[src/rtl/alu_pkg.sv]
// Shared constants for the ALU command sequencer: opcodes, FSM state encoding, 7-segment glyphs.
// Latency: none (declarations only).
// Backpressure: not applicable.
package alu_pkg;

  // ALU opcode encoding carried on req_op
  typedef enum logic [2:0] {
    OP_ADD   = 3'b000,
    OP_SUB   = 3'b001,
    OP_NOT_A = 3'b010,
    OP_AND   = 3'b011,
    OP_OR    = 3'b100,
    OP_XOR   = 3'b101,
    OP_SGT   = 3'b110,
    OP_EQ    = 3'b111
  } alu_op_e;

  // Sequencer states; the encoding is also what LEDR shows
  typedef enum logic [2:0] {
    ST_ENTER_A  = 3'd0,
    ST_ENTER_B  = 3'd1,
    ST_ENTER_OP = 3'd2,
    ST_ISSUE    = 3'd3,
    ST_WAIT_RSP = 3'd4,
    ST_SHOW     = 3'd5
  } state_e;

  // Active-low segments, bit order gfedcba
  localparam logic [6:0] SEG_BLANK = 7'b1111111;
  localparam logic [6:0] SEG_E     = 7'b0000110;

  // Hex digit glyphs, element [n] is the glyph for value n
  localparam logic [15:0][6:0] SEG_DIGITS = {
    7'b0001110,  // F
    7'b0000110,  // E
    7'b0100001,  // d
    7'b1000110,  // C
    7'b0000011,  // b
    7'b0001000,  // A
    7'b0010000,  // 9
    7'b0000000,  // 8
    7'b1111000,  // 7
    7'b0000010,  // 6
    7'b0010010,  // 5
    7'b0011001,  // 4
    7'b0110000,  // 3
    7'b0100100,  // 2
    7'b1111001,  // 1
    7'b1000000   // 0
  };

  function automatic logic [6:0] seg_hex(input logic [3:0] val);
    return SEG_DIGITS[val];
  endfunction

endpackage

[src/rtl/key_debounce.sv]
// Synchronises the active-low KEY, debounces it and emits a one-cycle pulse per press.
// Latency: 2 sync cycles + DEBOUNCE_CYCLES stable cycles + 1 cycle to the press pulse.
// Backpressure: none; presses are pulses that the consumer either uses or drops.
module key_debounce #(
  parameter int DEBOUNCE_CYCLES = 500000
) (
  input  logic CLOCK_50,
  input  logic RST,
  input  logic KEY,
  output logic press
);

  localparam int CW = (DEBOUNCE_CYCLES > 1) ? $clog2(DEBOUNCE_CYCLES) : 1;
  localparam logic [CW-1:0] CNT_LAST = CW'(DEBOUNCE_CYCLES - 1);

  logic          sync1_q, sync1_d;
  logic          sync2_q, sync2_d;
  logic          level_q, level_d;
  logic [CW-1:0] cnt_q,   cnt_d;
  logic          press_q, press_d;

  // Accept a new level only after it has differed from the accepted one for DEBOUNCE_CYCLES cycles
  always_comb begin
    sync1_d = KEY;
    sync2_d = sync1_q;
    level_d = level_q;
    cnt_d   = '0;
    press_d = 1'b0;
    if (sync2_q != level_q) begin
      if (cnt_q == CNT_LAST) begin
        level_d = sync2_q;
        press_d = level_q & ~sync2_q;
      end else begin
        cnt_d = cnt_q + 1'b1;
      end
    end
  end

  // State registers; synchroniser and level reset to the released (high) key
  always_ff @(posedge CLOCK_50 or posedge RST) begin
    if (RST) begin
      sync1_q <= 1'b1;
      sync2_q <= 1'b1;
      level_q <= 1'b1;
      cnt_q   <= '0;
      press_q <= 1'b0;
    end else begin
      sync1_q <= sync1_d;
      sync2_q <= sync2_d;
      level_q <= level_d;
      cnt_q   <= cnt_d;
      press_q <= press_d;
    end
  end

  assign press = press_q;

endmodule

[src/rtl/alu_cmd_sequencer.sv]
// Collects A, B and an opcode from switches, issues one ALU command and shows the response.
// Latency: command offered the cycle after the opcode press; response shown the cycle after rsp_valid.
// Backpressure: req_valid/req_a/req_b/req_op hold until req_ready; no response within RSP_TIMEOUT flags an error.
module alu_cmd_sequencer
  import alu_pkg::*;
#(
  parameter int DEBOUNCE_CYCLES = 500000,
  parameter int RSP_TIMEOUT     = 1024
) (
  input  logic       CLOCK_50,
  input  logic       RST,
  input  logic       KEY,
  input  logic [3:0] SW,
  output logic       req_valid,
  input  logic       req_ready,
  output logic [3:0] req_a,
  output logic [3:0] req_b,
  output logic [2:0] req_op,
  input  logic       rsp_valid,
  input  logic [3:0] rsp_result,
  input  logic       rsp_carry,
  input  logic       rsp_ovf,
  output logic [6:0] HEX0,
  output logic [6:0] HEX1,
  output logic [6:0] HEX2,
  output logic [6:0] HEX3,
  output logic [6:0] HEX4,
  output logic [6:0] HEX5,
  output logic [2:0] LEDR
);

  localparam int TW = (RSP_TIMEOUT > 1) ? $clog2(RSP_TIMEOUT) : 1;
  localparam logic [TW-1:0] TMO_LAST = TW'(RSP_TIMEOUT - 1);

  logic          press;
  state_e        state_q, state_d;
  logic [3:0]    a_q,     a_d;
  logic [3:0]    b_q,     b_d;
  alu_op_e       op_q,    op_d;
  logic [3:0]    res_q,   res_d;
  logic          carry_q, carry_d;
  logic          ovf_q,   ovf_d;
  logic          err_q,   err_d;
  logic [TW-1:0] tmo_q,   tmo_d;

  key_debounce #(
    .DEBOUNCE_CYCLES(DEBOUNCE_CYCLES)
  ) u_key_debounce (
    .CLOCK_50(CLOCK_50),
    .RST     (RST),
    .KEY     (KEY),
    .press   (press)
  );

  // Next-state and datapath capture; the timeout counter only runs while waiting for a response
  always_comb begin
    state_d = state_q;
    a_d     = a_q;
    b_d     = b_q;
    op_d    = op_q;
    res_d   = res_q;
    carry_d = carry_q;
    ovf_d   = ovf_q;
    err_d   = err_q;
    tmo_d   = '0;
    case (state_q)
      ST_ENTER_A: begin
        if (press) begin
          a_d     = SW;
          state_d = ST_ENTER_B;
        end
      end
      ST_ENTER_B: begin
        if (press) begin
          b_d     = SW;
          state_d = ST_ENTER_OP;
        end
      end
      ST_ENTER_OP: begin
        if (press) begin
          op_d    = alu_op_e'(SW[2:0]);
          state_d = ST_ISSUE;
        end
      end
      ST_ISSUE: begin
        if (req_ready) begin
          state_d = ST_WAIT_RSP;
        end
      end
      ST_WAIT_RSP: begin
        // A response arriving on the last allowed cycle still wins over the timeout
        if (rsp_valid) begin
          res_d   = rsp_result;
          carry_d = rsp_carry;
          ovf_d   = rsp_ovf;
          err_d   = 1'b0;
          state_d = ST_SHOW;
        end else if (tmo_q == TMO_LAST) begin
          err_d   = 1'b1;
          state_d = ST_SHOW;
        end else begin
          tmo_d = tmo_q + 1'b1;
        end
      end
      ST_SHOW: begin
        if (press) begin
          a_d     = '0;
          b_d     = '0;
          op_d    = OP_ADD;
          res_d   = '0;
          carry_d = 1'b0;
          ovf_d   = 1'b0;
          err_d   = 1'b0;
          state_d = ST_ENTER_A;
        end
      end
      default: begin
        state_d = ST_ENTER_A;
      end
    endcase
  end

  // State and datapath registers
  always_ff @(posedge CLOCK_50 or posedge RST) begin
    if (RST) begin
      state_q <= ST_ENTER_A;
      a_q     <= '0;
      b_q     <= '0;
      op_q    <= OP_ADD;
      res_q   <= '0;
      carry_q <= 1'b0;
      ovf_q   <= 1'b0;
      err_q   <= 1'b0;
      tmo_q   <= '0;
    end else begin
      state_q <= state_d;
      a_q     <= a_d;
      b_q     <= b_d;
      op_q    <= op_d;
      res_q   <= res_d;
      carry_q <= carry_d;
      ovf_q   <= ovf_d;
      err_q   <= err_d;
      tmo_q   <= tmo_d;
    end
  end

  // Command channel: valid is decoded from the state so reset drops it immediately
  always_comb begin
    req_valid = (state_q == ST_ISSUE);
    req_a     = a_q;
    req_b     = b_q;
    req_op    = op_q;
    LEDR      = state_q;
  end

  // Displays: a digit stays blank until its value has been captured in this transaction
  always_comb begin
    HEX0 = SEG_BLANK;
    HEX1 = SEG_BLANK;
    HEX2 = SEG_BLANK;
    HEX3 = SEG_BLANK;
    HEX4 = SEG_BLANK;
    HEX5 = SEG_BLANK;
    if (state_q != ST_ENTER_A) begin
      HEX5 = seg_hex(a_q);
    end
    if (state_q inside {ST_ENTER_OP, ST_ISSUE, ST_WAIT_RSP, ST_SHOW}) begin
      HEX4 = seg_hex(b_q);
    end
    if (state_q inside {ST_ISSUE, ST_WAIT_RSP, ST_SHOW}) begin
      HEX3 = seg_hex({1'b0, op_q});
    end
    if (state_q == ST_SHOW) begin
      if (err_q) begin
        HEX0 = SEG_E;
      end else begin
        HEX0 = seg_hex(res_q);
        HEX1 = seg_hex({3'b000, carry_q});
        HEX2 = seg_hex({3'b000, ovf_q});
      end
    end
  end

endmodule

[config.mk]
export PLATFORM = sky130hd
export DESIGN_NAME = alu_cmd_sequencer
export DESIGN_NICKNAME = d
export VERILOG_FILES = /design/src/rtl/alu_pkg.sv /design/src/rtl/key_debounce.sv /design/src/rtl/alu_cmd_sequencer.sv
export SDC_FILE = /design/constraint.sdc
export NUM_CORES = 1
export LEC_CHECK = 0
export CAP_MARGIN = 15
export CORE_ASPECT_RATIO = 2
export CORE_UTILIZATION = 30
export DETAILED_ROUTE_END_ITERATION = 12
export GPL_TIMING_DRIVEN = 1
export PLACE_DENSITY = 0.53
export SKIP_CTS_REPAIR_TIMING = 1
export SLEW_MARGIN = 10
export SYNTH_ARGS = -nofsm -noshare
export SYNTH_HDL_FRONTEND = slang
export SYNTH_SLANG_ARGS = --single-unit
[constraint.sdc]
create_clock -name CLOCK_50 -period 2.4 [get_ports CLOCK_50]
set_input_delay 0.6 -clock CLOCK_50 [delete_from_list [all_inputs] [get_ports CLOCK_50]]
set_output_delay 0.6 -clock CLOCK_50 [all_outputs]
set_load 0.05 [all_outputs]
==> results.ini <==
[sta]
min_period_ns = 2.47
fin_skew_ns = 0.00678
max_freq_mhz = 405
drv_slew = 0
setup_viol = 2
grt_setup_unrepaired = yes
post-route-period-util_pct = 103
slew_headroom_pct = 57.5
hold_viol = 0
tightestPinTransition_ns = 0.633
fin_ws_ns = -0.0685

[floorplanning]
io_pins = 72
die_h_um = 157
dieArea_um2 = 12500
core_area_um2 = 11700
rows = 56
die_w_um = 79.6
initial_core_util_pct = 30.9

[route]
vias_per_cell = 4.97
num_vias = 3059
firstDrtPassIters = 4
wl_per_cell_um = 14.6
antenna_left = 0
totalWireLength_mm = 9.01
first_iter_violations = 145
drcViolationCount = 0

[cells_and_area]
fill_cells = 1116
antenna_cells = 0
postLayoutCoreUtil_pct = 43.4
final_net_count = 513
mostFrequentLayoutCell = dfrtp_1
seq_area_um2 = 1370
multi_input_area_um2 = 2210
fin_area_um2 = 5070
layout-drive-gt1-share_pct = 29.5
flow.area_growth_from_synthesis_pct = 40.3
mostFrequentLayoutCells = 38 x dfrtp_1, 35 x nand2_1, 35 x nor2_1

[yosys]
synth_area_um2 = 3620
avgSynthCellArea_um2 = 8.95
yosysSeqAreaShare_pct = 37.5
synth_top_area_share_pct = 35.3
synthCells = 404
synth_cell_types = 50
ys_warn_count = 0
ys_seq_elements = 54
synth.area.top_cells = dfrtp_1 35%, ha_1 9.7%, o21ai_0 4.3%
synth_area_leader_cell = dfrtp_1

[worst_hold_path]
hold_class = reg2reg
holdPathStages = 0

[clocking]
clk_path_buf_depth = 2
clk_latency_ns = 0.29
numCtsBuffers = 5
clockRootBuffer = clkbuf_16
path_clk_slew_ns = 0.07
clock-sinks = 54
cts_tree = yes
ctsHtreeMaxLevel = 2

[critical_path]
crit_arrival_ns = 1.87
r2r_slack_ns = 0.53
r2r_end = u_key_debounce.cnt_q[7]
start_kind = flip-flop
path_class = reg2out
r2r-start = u_key_debounce.cnt_q[0]
crit_end = HEX4[3]
reg2regPathDepth = 5
crit_fanout = 8
required_ns = 1.80
cp-end-kind = output port
crit_start = req_b[1]

[placed_design]
gp_congestion = 0.839
dp_hpwl_mm = 6.98
pre_cts_ws_ns = 0.183
portBuffers = 69
dpl_cell_area_um2 = 4750

[global_routing]
grt_util_all_layers_pct = 15.0
grt_pass1_wl_mm = 14.5
grt_max_degree = 40
grt_antenna_before_repair = 0
grt_pass1_vias = 3027
grt_overflow = 0

[pwr]
peakVddDrop_mv = 0.336
seq_power_share_pct = 50.5
p_per_area_nw_per_um2 = 360
leakage_nw = 2.04
power_frac_comb_pct = 4.2
clockPowerShare_pct = 45.3
finalPower_mw = 1.83
intPower_mw = 1.44
power.switching_mw = 0.388
p_sw_share_pct = 21.2

[status]
violations = negative setup slack
status = finished with violations

[job]
cap_violations = 0

critical path, stage by stage (launching register included):
cell and delay (ns):
dfrtp_2 0.46, inv_4 0.07, ha_4 0.28, inv_2 0.03, mux4_2 0.43, nand2b_4 0.15, buf_8 0.15
cell type report:
cell class,instances,share of cell area (%)
tap,145,3.57
clock inverter,3,0.888
clock buffer,5,2.47
sequential,54,27.0
timing repair buffer,84,20.4
multi-input combinational,298,43.5
inverter,27,2.19
power by group through the flow:
stage	clock [mW]	combinational, mW	sequential (mW)
detailed placement	0	0.0791	0.941
global route	0.893	0.0870	0.923
CTS	0.863	0.0796	0.923
floorplan	0	0.0399	0.940
global placement	0	0.0785	0.940
finish	0.829	0.0770	0.923
cell families after synthesis:
logic type	Yosys count	synth area share [%]
fa+ha+maj	28	9.69
flops	54	37.5
mux	12	4.05
simple gates	155	22.6
xor+xnor	21	5.09
compound gates	80	14.2
buf+inv	53	6.78
other cells	1	0.104
metrics by stage:
stage / setup TNS (ns) / hold WS [ns] / cells
CTS: -0.334 / 0.360 / 607
detailed placement: 0 / 0.349 / 599
finish: -0.130 / 0.358 / 616
global placement: 0 / 0.347 / 599
global route: -0.306 / 0.362 / 616
floorplan: -0.198 / 0.345 / 405
per-layer routing:
| layer | wire length (um) | share of wire [%] | GRT usage (%) |
|---|---|---|---|
| met5 | 0 | 0 | 0 |
| met2 | 5270 | 59 | 29.9 |
| met1 | 3290 | 36 | 14.9 |
| met3 | 231 | 2.6 | 2.26 |
| met4 | 216 | 2.4 | 5.54 |
flip-flops by register name, summed over array words and instances (netlist names), 3 cells and up:
name / cells
res_q: 4
req_b: 4
tmo_q: 10
req_a: 4
req_op: 3
LEDR: 3
u_key_debounce.cnt_q: 19
worst min-delay path by stage:
stage	startpoint	end	slack, ns
after global routing	u_key_debounce.sync1_q	u_key_debounce.sync2_q	0.36
after detailed placement	u_key_debounce.sync1_q	u_key_debounce.sync2_q	0.35
after global placement	u_key_debounce.sync1_q	u_key_debounce.sync2_q	0.35
final	u_key_debounce.sync1_q	u_key_debounce.sync2_q	0.36
after floorplan	u_key_debounce.sync1_q	u_key_debounce.sync2_q	0.35
after CTS	u_key_debounce.sync1_q	u_key_debounce.sync2_q	0.36
cells in the mapped netlist (all sizes together):
master,instances
dfrtp,51
nand2,40
nor2,37
o21ai,31
ha,28
inv,27
a21oi,18
nand3,18
nand2b,16
buf,14
clkbuf,12
xnor2,12
mux2i,9
nand4,9
o211ai,9
xor2,9
nor3,8
nor4,5
a32o,4
o22ai,4
o311ai,4
or2,4
or3,4
a21o,3
and2,3
dfstp,3
and4,2
mux4,2
nor2b,2
nor4b,2
o31ai,2
or4,2
a221o,1
a22o,1
a22oi,1
and3b,1
conb,1
mux2,1
nand3b,1
nor3b,1
o21bai,1
o2bb2ai,1
No activity file was read; power rests on OpenSTA's default activity.
